--- src/rtl/multdiv_sequencer_pkg.sv ---
// Shared types and constants for the mul/div sequencer: FSM state encoding,
// decoded ALU opcodes and the status-register exception codes.
package multdiv_pkg;

    localparam int DATA_W = 32;
    localparam int REG_W  = 5;

    // Sequencer FSM states
    typedef enum logic [1:0] {
        ST_IDLE   = 2'd0,
        ST_LAUNCH = 2'd1,
        ST_WAIT   = 2'd2,
        ST_WB     = 2'd3
    } md_state_e;

    // Decoded R-type ALU opcodes that route to the iterative multdiv unit
    localparam logic [4:0] ALU_MUL = 5'b00110;
    localparam logic [4:0] ALU_DIV = 5'b00111;

    // Exception reporting goes to the status register with an op-specific code
    localparam logic [REG_W-1:0]  RSTATUS_REG = 5'd30;
    localparam logic [DATA_W-1:0] RSTATUS_MUL = 32'd4;
    localparam logic [DATA_W-1:0] RSTATUS_DIV = 32'd5;

    // Status code written when the given operation raises an exception
    function automatic logic [DATA_W-1:0] rstatus_code(input logic [4:0] op);
        return (op == ALU_MUL) ? RSTATUS_MUL : RSTATUS_DIV;
    endfunction

endpackage

--- src/rtl/multdiv_sequencer_if.sv ---
// Handshake bundle between the sequencer (master) and the iterative multdiv
// unit (slave): latched operands, launch pulses, and the result return path.
interface multdiv_sequencer_if;
    import multdiv_pkg::*;

    logic [DATA_W-1:0] md_a;
    logic [DATA_W-1:0] md_b;
    logic              ctrl_mult;
    logic              ctrl_div;
    logic              md_rdy;
    logic [DATA_W-1:0] md_result;
    logic              md_exception;

    // Sequencer side: drives operands and launch, receives completion
    modport master (
        output md_a,
        output md_b,
        output ctrl_mult,
        output ctrl_div,
        input  md_rdy,
        input  md_result,
        input  md_exception
    );

    // Multdiv unit side
    modport slave (
        input  md_a,
        input  md_b,
        input  ctrl_mult,
        input  ctrl_div,
        output md_rdy,
        output md_result,
        output md_exception
    );

endinterface

--- src/rtl/multdiv_sequencer_timeout.sv ---
// WAIT-state cycle counter. Cleared during LAUNCH, counts while enabled and
// flags terminal count when it reaches LIMIT-1; it holds there rather than
// wrapping so a late enable can never alias back to a small count.
module md_timeout_counter #(
    parameter int LIMIT = 40
) (
    input  logic clock,
    input  logic reset_n,
    input  logic clear,
    input  logic enable,
    output logic tc
);

    localparam int              CNT_W  = $clog2(LIMIT + 1);
    localparam logic [CNT_W-1:0] TC_VAL = CNT_W'(LIMIT - 1);

    logic [CNT_W-1:0] count;

    assign tc = (count == TC_VAL);

    // Count WAIT cycles; clear has priority so every launch starts from zero
    always_ff @(posedge clock or negedge reset_n) begin
        if (!reset_n) begin
            count <= '0;
        end else if (clear) begin
            count <= '0;
        end else if (enable && !tc) begin
            count <= count + CNT_W'(1);
        end
    end

endmodule

--- src/rtl/multdiv_sequencer.sv ---
// Sequences a decoded mul/div through the iterative multdiv unit: captures
// operands, issues a one-cycle launch pulse, waits for the result (with a
// timeout that forces an exception), then performs a single-cycle register
// write-back. Fetch/decode is stalled for the duration of the operation.
module multdiv_sequencer
    import multdiv_pkg::*;
#(
    parameter int TIMEOUT_CYCLES = 40
) (
    input  logic                clock,
    input  logic                reset_n,
    input  logic                start_mul,
    input  logic                start_div,
    input  logic [DATA_W-1:0]   rs_data,
    input  logic [DATA_W-1:0]   rt_data,
    input  logic [REG_W-1:0]    rd,
    multdiv_sequencer_if.master md,
    output logic                stall,
    output logic                busy,
    output logic                wb_en,
    output logic [REG_W-1:0]    wb_reg,
    output logic [DATA_W-1:0]   wb_data
);

    md_state_e         state;
    md_state_e         state_next;

    logic [DATA_W-1:0] a_lat;
    logic [DATA_W-1:0] b_lat;
    logic [REG_W-1:0]  rd_lat;
    logic [4:0]        op_lat;
    logic [DATA_W-1:0] result_lat;
    logic              exc_lat;

    logic              start_any;
    logic              cnt_clear;
    logic              cnt_enable;
    logic              cnt_tc;

    assign start_any  = start_mul | start_div;
    assign cnt_clear  = (state == ST_LAUNCH);
    assign cnt_enable = (state == ST_WAIT);

    md_timeout_counter #(
        .LIMIT (TIMEOUT_CYCLES)
    ) u_timeout (
        .clock   (clock),
        .reset_n (reset_n),
        .clear   (cnt_clear),
        .enable  (cnt_enable),
        .tc      (cnt_tc)
    );

    // Next-state logic; a ready result takes priority over the timeout
    always_comb begin
        state_next = state;
        case (state)
            ST_IDLE:   if (start_any) state_next = ST_LAUNCH;
            ST_LAUNCH: state_next = ST_WAIT;
            ST_WAIT:   if (md.md_rdy || cnt_tc) state_next = ST_WB;
            ST_WB:     state_next = ST_IDLE;
            default:   state_next = ST_IDLE;
        endcase
    end

    // State register
    always_ff @(posedge clock or negedge reset_n) begin
        if (!reset_n) begin
            state <= ST_IDLE;
        end else begin
            state <= state_next;
        end
    end

    // Operand/destination capture in IDLE; multiply wins when both starts fire
    always_ff @(posedge clock or negedge reset_n) begin
        if (!reset_n) begin
            a_lat  <= '0;
            b_lat  <= '0;
            rd_lat <= '0;
            op_lat <= '0;
        end else if (state == ST_IDLE && start_any) begin
            a_lat  <= rs_data;
            b_lat  <= rt_data;
            rd_lat <= rd;
            op_lat <= start_mul ? ALU_MUL : ALU_DIV;
        end
    end

    // Result capture in WAIT; a timeout without md_rdy forces the exception flag
    always_ff @(posedge clock or negedge reset_n) begin
        if (!reset_n) begin
            result_lat <= '0;
            exc_lat    <= 1'b0;
        end else if (state == ST_IDLE && start_any) begin
            result_lat <= '0;
            exc_lat    <= 1'b0;
        end else if (state == ST_WAIT) begin
            if (md.md_rdy) begin
                result_lat <= md.md_result;
                exc_lat    <= md.md_exception;
            end else if (cnt_tc) begin
                exc_lat    <= 1'b1;
            end
        end
    end

    assign md.md_a      = a_lat;
    assign md.md_b      = b_lat;
    assign md.ctrl_mult = (state == ST_LAUNCH) && (op_lat == ALU_MUL);
    assign md.ctrl_div  = (state == ST_LAUNCH) && (op_lat == ALU_DIV);

    assign busy = (state != ST_IDLE);

    // Stall decode as soon as a start is seen, through LAUNCH and WAIT; the
    // write-back cycle releases the pipeline so the next instruction can issue
    always_comb begin
        stall = 1'b0;
        if (reset_n) begin
            case (state)
                ST_IDLE:   stall = start_any;
                ST_LAUNCH: stall = 1'b1;
                ST_WAIT:   stall = 1'b1;
                default:   stall = 1'b0;
            endcase
        end
    end

    // Write-back: result to rd (suppressed for r0) or status code to RSTATUS
    always_comb begin
        wb_en   = 1'b0;
        wb_reg  = '0;
        wb_data = '0;
        if (state == ST_WB) begin
            if (exc_lat) begin
                wb_en   = 1'b1;
                wb_reg  = RSTATUS_REG;
                wb_data = rstatus_code(op_lat);
            end else begin
                wb_en   = (rd_lat != '0);
                wb_reg  = rd_lat;
                wb_data = result_lat;
            end
        end
    end

endmodule

--- src/flat_wrapper.sv ---
// flat-port wrapper written by rule: the top's interface ports become plain ports
module multdiv_sequencer_flat import multdiv_pkg::*;
#(
    parameter int TIMEOUT_CYCLES = 40
)
  (clock, reset_n, start_mul, start_div, rs_data, rt_data, rd, stall, busy, wb_en, wb_reg, wb_data, md_md_a, md_md_b, md_ctrl_mult, md_ctrl_div, md_md_rdy, md_md_result, md_md_exception);
  multdiv_sequencer_if md_i ();
  input  logic clock;
  input  logic reset_n;
  input  logic start_mul;
  input  logic start_div;
  input  logic [DATA_W-1:0] rs_data;
  input  logic [DATA_W-1:0] rt_data;
  input  logic [REG_W-1:0] rd;
  output logic stall;
  output logic busy;
  output logic wb_en;
  output logic [REG_W-1:0] wb_reg;
  output logic [DATA_W-1:0] wb_data;
  output wire logic [$bits(md_i.md_a)-1:0] md_md_a;
  output wire logic [$bits(md_i.md_b)-1:0] md_md_b;
  output wire logic [$bits(md_i.ctrl_mult)-1:0] md_ctrl_mult;
  output wire logic [$bits(md_i.ctrl_div)-1:0] md_ctrl_div;
  input wire logic [$bits(md_i.md_rdy)-1:0] md_md_rdy;
  input wire logic [$bits(md_i.md_result)-1:0] md_md_result;
  input wire logic [$bits(md_i.md_exception)-1:0] md_md_exception;
  assign md_md_a = md_i.md_a;
  assign md_md_b = md_i.md_b;
  assign md_ctrl_mult = md_i.ctrl_mult;
  assign md_ctrl_div = md_i.ctrl_div;
  assign md_i.md_rdy = md_md_rdy;
  assign md_i.md_result = md_md_result;
  assign md_i.md_exception = md_md_exception;
  multdiv_sequencer #(.TIMEOUT_CYCLES(TIMEOUT_CYCLES)) u_core (.clock(clock), .reset_n(reset_n), .start_mul(start_mul), .start_div(start_div), .rs_data(rs_data), .rt_data(rt_data), .rd(rd), .md(md_i), .stall(stall), .busy(busy), .wb_en(wb_en), .wb_reg(wb_reg), .wb_data(wb_data));
endmodule
--- config.mk ---
export PLATFORM = sky130hd
export DESIGN_NAME = multdiv_sequencer_flat
export DESIGN_NICKNAME = d
export VERILOG_FILES = /design/src/rtl/multdiv_sequencer_pkg.sv /design/src/rtl/multdiv_sequencer_if.sv /design/src/rtl/multdiv_sequencer_timeout.sv /design/src/rtl/multdiv_sequencer.sv /design/src/flat_wrapper.sv
export SDC_FILE = /design/constraint.sdc
export NUM_CORES = 1
export LEC_CHECK = 0
export BUFFER_PORTS_ARGS = -buffer_cell sky130_fd_sc_hd__buf_2
export CAP_MARGIN = 25
export CORE_MARGIN = 10
export CORE_UTILIZATION = 51
export DETAILED_ROUTE_END_ITERATION = 16
export PLACE_DENSITY = 0.85
export SLEW_MARGIN = 20
export SYNTH_ARGS = -nofsm -noshare
export SYNTH_HDL_FRONTEND = slang
export SYNTH_HIERARCHICAL = 1
export SYNTH_SLANG_ARGS = --single-unit
--- constraint.sdc ---
create_clock -name clock -period 3.38 [get_ports clock]
set_input_delay 0.338 -clock clock [delete_from_list [all_inputs] [get_ports clock]]
set_output_delay 0.338 -clock clock [all_outputs]
set_load 0.05 [all_outputs]
* Word level (Yosys, flattened, before mapping) *
Cells that the tools add are included.

word-level totals
  register bits after elaboration = 115
  bits of input ports = 107
  memories kept = 0
  memory bits (read-only) = 0
  memory bits (writable) = 0
  word-level logic and storage cells = 57
  output and inout bits = 106
  bits in latches = 0

cells by class
  $lt $le $gt $ge = 0
  bitwise operators = 1
  div/mod/pow operators = 0
  shifts and indexed selects = 0
  add/subtract/negate cells = 1
  reductions and logical operators = 17
  equality and inequality tests = 8
  muxes and demuxes = 22
  $mul = 0

operators with widths
  operator                                                                  number
  32-bit 2-to-1 mux                                                         5
  6-bit 2-to-1 mux                                                          2
  5-bit by 3-bit == test with 1-bit output (second input constant)          2
  5-bit 2-to-1 mux                                                          2
  1-bit 2-to-1 mux                                                          9
  2-bit one-hot mux with 4 select lines                                     1
  2-bit nonzero test                                                        4
  6-bit by 1-bit adder with 6-bit output (second input constant)            1
  6-bit == test (second input constant)                                     1
  2-bit AND reduction                                                       3
  5-bit nonzero test                                                        1
  2-bit == test (second input constant)                                     2
  1-bit logical AND                                                         4
  2-bit 2-to-1 mux                                                          2
  2-bit by 1-bit inequality test with 1-bit output (second input constant)  2
  3-bit nonzero test                                                        1
  2-bit by 1-bit == test with 1-bit output (second input constant)          1
  2-bit zero test                                                           1
  1-bit one-hot mux with 2 select lines                                     1
  2-bit OR reduction                                                        1
  1-bit zero test                                                           1
  1-bit logical OR                                                          1
  1-bit OR                                                                  1

* Longest topological paths before layout *
Gate-level depths: netlist of run 1.

  word-level depth = 5
  gate-level depth with buffers = 7

* By module *
Netlist of run 1, hierarchy kept.

modules (own cells, without submodules)
  module              cells an instance  seq. area each (µm²)  area each (µm²)  times used
  multdiv_sequencer   510                2,652.5               4,454.3          1
  md_timeout_counter  40                 150.1                 401.6            1

* Worst setup path after synthesis of run 1 *
Ideal clock, no wire load.

  path type = register to output
  from = register u_core.state[0]
  to = output stall
  arrival time = 2,215 ps
  slack = 827 ps
  buffers on the path = 1
  data required time = 3,042 ps
  cell stages (with the launch flop) = 7
  cell sequence = dfrtp_1 inv_1 ha_1 o21a_1 buf_4 nor2_1 nor3b_1

between the ends
  cells in the longest elaborated chain, start to end = 4

ends and longest elaborated chain
  item                                                                       line                      source
  start: declaration                                                         multdiv_sequencer.sv:25   md_state_e state;
  start signal: assignment                                                   multdiv_sequencer.sv:71   state <= state_next;
  2-bit == test or 2-bit by 1-bit == test with 1-bit output (tied branches)  multdiv_sequencer.sv:120  case (state)
  2-bit OR reduction (no source line)                                        n/a
  1-bit one-hot mux with 2 select lines (*)                                  multdiv_sequencer.sv:120
  1-bit 2-to-1 mux (*)                                                       multdiv_sequencer.sv:119  if (reset_n) begin
  end: declaration                                                           flat_wrapper.sv:15        output logic stall;

Every way passes the cells marked *; elsewhere a longest branch is shown, timed or not.

* Worst setup path in the final report of run 1 *
  from = register u_core.state[0]
  to = output wb_reg[0]

between the ends
  cells in the longest elaborated chain, start to end = 2

ends and longest elaborated chain
  item              line                      source
  2-bit == test     multdiv_sequencer.sv:134  if (state == ST_WB) begin
  5-bit 2-to-1 mux  multdiv_sequencer.sv:134
  end: declaration  flat_wrapper.sv:18        output logic [REG_W-1:0] wb_reg;

Every way passes these cells.

==> key figures, run 1 <==
Route
  – First-pass DRT Iterations: 4
  – Final ANT Viol Nets: 0
  – Vias: 4,289
  – DR vias/cell: around 4.9
  – Iter 0 DRT Violations: between 200 and 300
  – Residual DRC: 0
  – DR WL/cell: about 16 um
  – Drt total wl: ~14,000 um

STA
  – Setup repair after global routing missed its margin: no
  – Tightest Pin Transition: approximately 1.0 ns
  – Clock skew: 0.01581 ns
  – Fin. Hold Viols: 0
  – Slew headroom: between 30% and 40%
  – # setup viols final: 0
  – Min Tclk post-route: approximately 2.6 ns
  – Final max-slew violation count: 0
  – F_max: about 380 MHz
  – Fin Setup TNS: 0 ns
  – Fin Hold WS: approximately 0.15 ns
  – Fin crit share: roughly 78%

Floorplanning
  – Initial Util: 52.55%
  – Cell row count: 35
  – Area of the die: ~14,000 um^2
  – Core region area: a little over 9000 um^2
  – Die Y: around 120 um
  – I/O pin count: 213
  – Chip width: between 100 and 150 um

Yosys
  – Syn nets: between 600 and 700
  – Mean Syn Cell Area: between 8 and 9 um^2
  – Synth top area share: between 50% and 60%
  – Synth cell types: 36
  – Synth cell count leaders: nand2_1 (276), dfrtp_1 (112), a21oi_1 (37)
  – Sequential area share after synthesis: just under 60%
  – EDFF count, synth: 0
  – Cell area after synthesis: approximately 4900 um^2
  – Cells after Synth: 550
  – Dominant synthesized flop cell: dfrtp_1
  – Post-synth top area cell: dfrtp_1
  – Yosys reg bits: ~110
  – Post-synth ARST share: 100.0%
  – Total of warnings raised by yosys: 6
  – Synth area leaders: dfrtp_1 (58%), nand2_1 (21%), and2_1 (4.1%)
  – Most frequent cell after synthesis: nand2_1

Clock network
  – CTS tree: yes
  – Clock transition at path regs: 0.11 ns
  – Max clock buf depth: 2
  – Worst-Skew Late Latency: about 0.36 ns
  – Clock net sink count: about 110
  – CTS H-tree depth: 3
  – Clock root cell: clkbuf_8
  – TritonCTS buffer count: 9
  – PostCTS Resize Cnt: 0

Global routing
  – First-pass GRT wire length: 22,200 um
  – Initial antenna violation count: 1
  – Number of global-route vias before repair: 4,406
  – Largest net degree at the start of global routing: roughly 100
  – Total grt overflow: 0
  – All-Layer GR Usage: about a fifth

Placement
  – Buffers on Ports: 212
  – Final HPWL DP: 10,220 um
  – Routability cong.: roughly 0.80
  – Placed Cells: roughly 860

Setup path
  – Reg2reg path depth: 6
  – Reg2reg start: u_core/state[0]$_DFFE_PN0P_
  – Startpoint Class: flop
  – Setup CP Type: reg -> out
  – Highest fanout seen on the critical path: 31
  – Arr. time, crit path: 2.30 ns
  – Data required, critical path: 3.04 ns
  – Crit end category: output pin
  – CP Launch Point: u_core/state[0]$_DFFE_PN0P_

Worst hold path
  – Hold Startpoint: rt_data[18]
  – Hold path depth: 3
  – Worst min path class: in -> reg

Cells and area
  – Fraction of layout cells with a size suffix above 1: 31.73%
  – Non-filler cells, final: slightly below 900
  – Final nets: roughly 860
  – Layout area overhead: 27.11%

Pwr
  – Static leakage: around 3.5 nW
  – Worst-case vdd ir drop: 753.7 uV
  – Pwr Density: ~1100 nW/um^2

Job
  – Max-cap violation count: 0

Run status
  – Run status: finished, final reports clean
==> cell usage in the layout, fill, tap and decap left out, types with 6 or more instances in the layout <==
cell,netlist,final
a21oi_1,37,37
clkbuf_8,0,9
buf_2,19,211
inv_1,6,6
nor2_1,8,8
and2_1,32,32
nand2_1,276,275
dfrtp_1,112,112
ha_1,6,6
o21a_1,7,6
==> cells by family after synthesis <==
kind of cell    Yosys count  synth area share, %
flops                   112                57.72
xor+xnor                  1               0.1804
fa+ha+maj                 6                1.546
simple gates            333                28.99
mux                       1               0.2319
buf+inv                  39                4.354
compound gates           58                6.983
==> per-layer routing <==
metal	part of all wire [%]	track usage (%)	vias up	wire [um]
met3	9.6	8.106	11	1320
met1	42	22.81	2003	5789
met4	1.1	5.487	0	149
met2	47	31.36	163	6487
met5	0	0	-	0
li1	-	-	2112	-
==> worst paths after layout <==
| kind | endpoint | slack (ns) |
|---|---|---|
| worst min register to register | u_core/md.md_a[31]$_DFFE_PN0P_ | 0.48 |
| worst min-delay path | u_core/md.md_b[18]$_DFFE_PN0P_ | 0.15 |
| min in group asynchronous | u_core/md.md_b[26]$_DFFE_PN0P_ | 0.52 |
| worst max-delay path | wb_reg[0] | 0.74 |
| worst max register to register | u_core/result_lat[15]$_DFFE_PN0P_ | 1.04 |
| max in group asynchronous | u_core/result_lat[20]$_DFFE_PN0P_ | 1.57 |
==> what timing repair did <==
item,CTS,global route
endpoints found under the hold margin,43,0
hold buffers,1,0
setup buffers,0,0
==> sequential cells by signal, summed over array words and instances (netlist names) <==
| name | count |
|---|---|
| u_core/state | 2 |
| u_core/exc_lat | 1 |
| u_core/md.md_b | 32 |
| u_core/u_timeout/count | 6 |
| u_core/md.md_a | 32 |
| u_core/rd_lat | 5 |
| u_core/result_lat | 32 |
| u_core/op_lat | 2 |
==> power by group <==
group | switching [W] | leakage [nW] | internal, W
registers | 0.000319 | 1.42 | 0.00189
logic | 0.00284 | 1.96 | 0.000871
clock network | 0.000454 | 0.0909 | 0.000348
==> critical path, stage by stage (launching register included) <==
cell,delay [ns]
dfrtp_1,0.40
ha_1,0.37
and2b_1,0.65
and2_1,0.25
buf_2,0.27
==> per-stage QoR <==
step,area (um^2),util (%),power (W),setup slack [ns]
finish,6172,66.80,0.006720,0.7426
global route,6170,66.77,0.007148,0.5192
global placement,5937,64.25,0.005819,1.171
CTS,6140,66.45,0.006732,0.6943
detailed placement,5937,64.25,0.005935,1.078
floorplan,4856,-,0.005051,0.8274
==> cell type report <==
cell class	count	area, um^2
clock buffer	10	127.6
tap	129	161.4
timing repair buffer	218	1131
multi-input combinational	399	1859
sequential	112	2803
antenna	1	2.502
fill	767	3068
inverter	6	22.52
clock inverter	5	65.06
Note: power is estimated with default switching activity, not from simulation.
==> run 2, diff against run 1 <==
--- a/config.mk
+++ b/config.mk
@@ -8,9 +8,9 @@
 export BUFFER_PORTS_ARGS = -buffer_cell sky130_fd_sc_hd__buf_2
 export CAP_MARGIN = 25
 export CORE_MARGIN = 10
-export CORE_UTILIZATION = 51
+export CORE_UTILIZATION = 43
 export DETAILED_ROUTE_END_ITERATION = 16
-export PLACE_DENSITY = 0.85
+export PLACE_DENSITY = 0.77
 export SLEW_MARGIN = 20
 export SYNTH_ARGS = -nofsm -noshare
 export SYNTH_HDL_FRONTEND = slang
==> constraint.sdc (replaced) <==
create_clock -name clock -period 2.25 [get_ports clock]
set_input_delay 0.225 -clock clock [delete_from_list [all_inputs] [get_ports clock]]
set_output_delay 0.225 -clock clock [all_outputs]
set_load 0.05 [all_outputs]
==> run 2 against run 1 <==
Cell area increased by 2.0%. Power increased by 56%. Count of clock-buffer cells in the layout increased by 2. Via count increased by 0.86%. Sequential cell count unchanged. Global-route usage decreased by 2.4 points. Non-clock buffer count increased by 3. Sequential power increased by 50%. Die area increased by 15%. Utilization decreased by 9.2 points. First-iteration DRC count decreased by 12%.
==> key figures, run 2 (synthesis gave the netlist of run 1 again) <==
STA
  – Setup repair after global routing missed its margin: no
  – Fin crit share: between 90% and 100%
  – Clock skew: approximately 0.004 ns
  – Fin Setup TNS: 0 ns
  – Fin. Hold Viols: 0
  – # setup viols final: 0
  – F_max: 486.5 MHz
  – Tightest Pin Transition: approximately 0.82 ns
  – Final max-slew violation count: 0
  – Min Tclk post-route: 2.056 ns
  – Slew headroom: between 40% and 50%

Floorplanning
  – Chip width: ~130 um
  – Initial Util: between 40% and 50%
  – Core region area: around 11,000 um^2
  – I/O pin count: 213
  – Die Y: ~130 um
  – Cell row count: 38
  – Area of the die: 15,940 um^2

Setup path
  – Data required, critical path: 2.03 ns
  – Reg-to-reg setup timing slack: between 0.3 and 0.4 ns
  – Highest fanout seen on the critical path: 5
  – Arr. time, crit path: 1.83 ns
  – Setup CP Type: reg -> out
  – Critical path depth: 6
  – Critical path's largest stage delay: around 0.42 ns
  – CP max-delay cell: dfrtp_1
  – CP Launch Point: u_core/state[0]$_DFFE_PN0P_
  – Buf/Inv on CP: 2
  – Crit end category: output pin
  – Critical Path End: stall
  – CP top delay family: flip-flops
  – Reg2reg start: u_core/state[0]$_DFFE_PN0P_
  – Startpoint Class: flop
  – RR Endpoint: u_core/result_lat[20]$_DFFE_PN0P_
  – Reg2reg path depth: 6
  – Critical-path cell list: inv_1 > ha_1 > o21a_4 > nor2_1 > nor3b_2 > buf_2

Route
  – Vias: between 4k and 5k
  – Final ANT Viol Nets: 0
  – Iter 0 DRT Violations: 260
  – Drt total wl: about 14,000 um
  – Residual DRC: 0
  – First-pass DRT Iterations: 5
  – DR WL/cell: ~15 um
  – DR vias/cell: about 4.9

Clock network
  – Clock transition at path regs: around 0.07 ns
  – Clock root cell: clkbuf_16
  – CTS H-tree depth: 3
  – Worst-Skew Late Latency: about 0.34 ns
  – CTS tree: yes
  – Clock net sink count: between 100 and 150
  – Max clock buf depth: 2
  – TritonCTS buffer count: 9

Global routing
  – Total grt overflow: 0
  – Largest net degree at the start of global routing: 103
  – All-Layer GR Usage: between 10% and 20%
  – Initial antenna violation count: 0
  – Number of global-route vias before repair: between 4k and 5k
  – First-pass GRT wire length: between 20,000 and 25,000 um

Cells and area
  – Reg area: between 2000 and 3000 um^2
  – Most frequent cells in the layout: nand2_1 (276), buf_2 (211), dfrtp_1 (112)
  – Commonest non-fill, non-tap cell in the layout: nand2_1
  – Antenna cells: 0
  – Multi-input gate area: 1863 um^2
  – Fill count: 1,007
  – Final Cell Area: 6299 um^2
  – Final nets: 862
  – Fraction of layout cells with a size suffix above 1: a little under a third
  – Layout area overhead: 29.71%

Job
  – Max-cap violation count: 0

Pwr
  – Worst-case vdd ir drop: between 900 and 1000 uV
  – Static leakage: approximately 3.5 nW
  – Pwr Density: approximately 1700 nW/um^2

Placement
  – Buffers on Ports: about 210
  – Routability cong.: about 0.85
  – Dpl cell area: ~6000 um^2
  – Final HPWL DP: ~10,000 um

Run status
  – Run status: finished, final reports clean

Worst hold path
  – Worst min path class: in -> reg
## run 2: cell types whose count changed in the layout (fill, tap and decap cells not counted), moves of 2 or more
cell / before / now
buf_12: 0 / 2
buf_4: 5 / 7
clkbuf_16: 0 / 9
clkbuf_8: 9 / 1
clkinvlp_4: 2 / 0
## run 2: worst min-delay path by stage
| stage | endpoint | slack (ns) | cells after the start | start |
|---|---|---|---|---|
| 2_1_floorplan | u_core/exc_lat$_DFFE_PN0P_ | -0.07 | 0 | reset_n |
| 3_3_place_gp | u_core/md.md_b[21]$_DFFE_PN0P_ | 0.04 | 1 | reset_n |
| 3_5_place_dp | u_core/md.md_b[21]$_DFFE_PN0P_ | 0.04 | 1 | reset_n |
| 4_1_cts | u_core/md.md_a[28]$_DFFE_PN0P_ | 0.06 | 3 | rs_data[28] |
| 5_1_grt | u_core/md.md_b[14]$_DFFE_PN0P_ | 0.06 | 3 | rt_data[14] |
| 6_report | u_core/md.md_a[17]$_DFFE_PN0P_ | 0.07 | 3 | rs_data[17] |
## run 2: stage by stage
stage | hold WS (ns) | cells | total power [W] | setup slack [ns] | util, %
final | 0.07092 | 891 | 0.01047 | 0.1945 | 57.60
after global routing | 0.06205 | 891 | 0.01115 | 0.03378 | 57.60
after CTS | 0.05702 | 891 | 0.01058 | 0.1782 | 57.60
after detailed placement | 0.04029 | 877 | 0.009015 | 0.3564 | 54.97
after global placement | 0.03961 | 877 | 0.008839 | 0.4242 | 54.97
after floorplan | -0.07059 | 550 | 0.007595 | 0.2955 | -
## run 2: cell type report
cell class                 instances  area share [%]
multi-input combinational        399           29.58
tap                              140           2.781
inverter                           6          0.3576
clock buffer                      12           3.913
sequential                       112           44.50
clock inverter                     1          0.4768
timing repair buffer             221           18.39
## run 2: routing by layer
metal	GRT usage [%]	vias up	part of all wire, %	wire, um
li1	-	2112	-	-
met1	19.09	2012	40	5545
met2	28.15	179	49	6738
met3	5.998	23	8.5	1177
met4	7.100	0	2.3	316
met5	0	-	0	0
## run 2: power by group
group | internal [W] | switching [W]
combinational | 0.00133 | 0.00429
clock | 0.000877 | 0.000653
sequential | 0.00285 | 0.000467
total | 0.00506 | 0.00541
## run 2: worst reg2reg max path: cells and delay by family (launching register included)
kind | cells | cell delay (ns)
buffers and inverters | 2 | 0.42
AOI/OAI and AO/OA | 1 | 0.15
DFF | 1 | 0.42
adders and majority gates | 1 | 0.50
and+or+nand+nor | 2 | 0.35
## run 2: what timing repair did
item,in CTS,in global routing
hold buffers,1,0
setup buffers,0,0
setup endpoints to repair,31,0
resized for setup,1,0
endpoints found under the hold margin,4,0
==> run 3, diff against run 2 <==
--- a/config.mk
+++ b/config.mk
@@ -7,6 +7,7 @@
 export LEC_CHECK = 0
 export BUFFER_PORTS_ARGS = -buffer_cell sky130_fd_sc_hd__buf_2
 export CAP_MARGIN = 25
+export CORE_ASPECT_RATIO = 0.8
 export CORE_MARGIN = 10
 export CORE_UTILIZATION = 43
 export DETAILED_ROUTE_END_ITERATION = 16
==> run 3 against run 2 <==
Fmax down 0.70%. Combinational power about the same. Sequential cell count unchanged. Die area up 0.17%. Via count down 1.4%. Global-route usage up 0.37 points. Clock power down 7%. First-iteration DRC count up 2.3%.
==> key figures, run 3 (synthesis gave the netlist of run 1 again) <==
Floorplanning
  – Core region area: 10,980 um^2
  – I/O pin count: about 210
  – Chip width: ~140 um
  – Area of the die: 15,970 um^2
  – Die Y: between 100 and 150 um
  – Initial Util: 44.24%
  – Cell row count: 34

Clock network
  – TritonCTS buffer count: 9
  – CTS H-tree depth: 3
  – CTS tree: yes
  – Worst-Skew Late Latency: 0.34 ns
  – Clock transition at path regs: ~0.070 ns
  – Clock net sink count: between 100 and 150
  – Hold_buf cts: 0
  – Max clock buf depth: 2
  – Clock root cell: clkbuf_16

Pwr
  – Static leakage: about 3.5 nW
  – Worst-case vdd ir drop: ~1000 uV
  – Pwr Density: between 1500 and 2000 nW/um^2

STA
  – Min Tclk post-route: about 2.1 ns
  – F_max: 483.1 MHz
  – Final max-slew violation count: 0
  – # setup viols final: 0
  – Tightest Pin Transition: 0.7410 ns
  – Fin Setup TNS: 0 ns
  – Fin. Hold Viols: 0
  – Fin crit share: slightly above 90%
  – Slew headroom: around half
  – Setup repair after global routing missed its margin: no
  – Clock skew: around 0.0044 ns

Placement
  – Buffers on Ports: approximately 210
  – Dpl cell area: 6016 um^2
  – Routability cong.: approximately 0.79
  – Final HPWL DP: ~10,000 um

Global routing
  – Number of global-route vias before repair: ~4.5k
  – Largest net degree at the start of global routing: around 100
  – First-pass GRT wire length: between 20,000 and 25,000 um
  – Initial antenna violation count: 0
  – All-Layer GR Usage: between 15 and 20%
  – Total grt overflow: 0

Route
  – Drt total wl: around 14,000 um
  – Final ANT Viol Nets: 0
  – Iter 0 DRT Violations: approximately 270
  – Residual DRC: 0
  – DR WL/cell: 15.38 um
  – Vias: ~4.3k
  – DR vias/cell: 4.762
  – First-pass DRT Iterations: 5

Setup path
  – Setup CP Type: reg -> out
  – Arr. time, crit path: roughly 1.9 ns
  – Startpoint Class: flop
  – Highest fanout seen on the critical path: 5
  – Crit end category: output pin
  – Data required, critical path: about 2.0 ns
  – Reg-to-reg setup timing slack: between 0.3 and 0.4 ns

Worst hold path
  – Worst min path class: in -> async

Cells and area
  – Commonest non-fill, non-tap cell in the layout: nand2_1
  – Fraction of layout cells with a size suffix above 1: approximately a third
  – Fill count: around 970
  – Layout area overhead: 29.30%
  – Most frequent cells in the layout: nand2_1 (276), buf_2 (211), dfrtp_1 (112)
  – Final nets: between 800 and 900
  – Antenna cells: 0
  – Final Util: between 50% and 60%
  – Final Cell Area: ~6300 um^2

Run status
  – Run status: finished, final reports clean

Job
  – Max-cap violation count: 0
## run 3: cell count changes in the layout (fill, tap and decap cells not counted), sizes merged
| cell | previous run | this run |
|---|---|---|
| dlygate4sd3 | 1 | 0 |
| inv | 6 | 7 |
| clkinv | 0 | 4 |
| clkbuf | 12 | 9 |
| clkinvlp | 0 | 1 |
| bufinv | 1 | 0 |
## run 3: final timing paths
path,from,to,cells past startpoint
worst max register to register,u_core/u_timeout/count[0]$_DFFE_PN0P_,u_core/state[1]$_DFFE_PN0P_,6
worst min register to register,u_core/md.md_a[7]$_DFFE_PN0P_,u_core/md.md_a[7]$_DFFE_PN0P_,2
worst max-delay path,u_core/state[0]$_DFFE_PN0P_,stall,6
max in group asynchronous,reset_n,u_core/md.md_b[15]$_DFFE_PN0P_,2
min in group clock,rs_data[14],u_core/md.md_a[14]$_DFFE_PN0P_,3
worst min-delay path,reset_n,u_core/result_lat[24]$_DFFE_PN0P_,2
## run 3: worst max-delay path, cell delays in order, from the launching register on
cell,delay (ns)
dfrtp_1,0.42
inv_1,0.12
ha_1,0.30
o21a_4,0.19
nor2_1,0.05
nor3b_2,0.13
buf_2,0.29
## run 3: report_power, final
part	total [W]	switching, W	internal (W)
registers	0.00332	0.000477	0.00284
logic	0.00563	0.00430	0.00133
clock network	0.00143	0.000694	0.000741
## run 3: layer usage
metal	GRT usage (%)	part of all wire [%]	vias to the layer above
li1	-	-	2108
met1	19.77	41	1974
met2	28.23	46	165
met3	8.076	11	20
met4	5.344	1.8	0
met5	0	0	-
## run 3: repair_timing
action,4_1_cts,5_1_grt
resized for setup,1,0
endpoints found under the setup margin,31,0
setup buffers,0,0
## run 3: cell type report
class	instances	area [um^2]	share of cell area, %
Sequential cell	112	2803	44.64
Multi-Input combinational cell	399	1863	29.67
Timing Repair Buffer	220	1149	18.29
Clock buffer	9	225.2	3.587
Tap cell	144	180.2	2.870
Clock inverter	6	36.28	0.5779
Inverter	6	22.52	0.3587
## run 3: per-stage QoR
stage	hold slack (ns)	power (W)	worst slack [ns]	instances
finish	0.02896	0.01039	0.1799	896
global route	0.05360	0.01110	0.05170	896
CTS	0.05459	0.01051	0.1613	896
detailed placement	0.4182	0.009038	0.3244	881
global placement	0.4133	0.008846	0.4392	881
floorplan	-0.07059	0.007595	0.2955	550
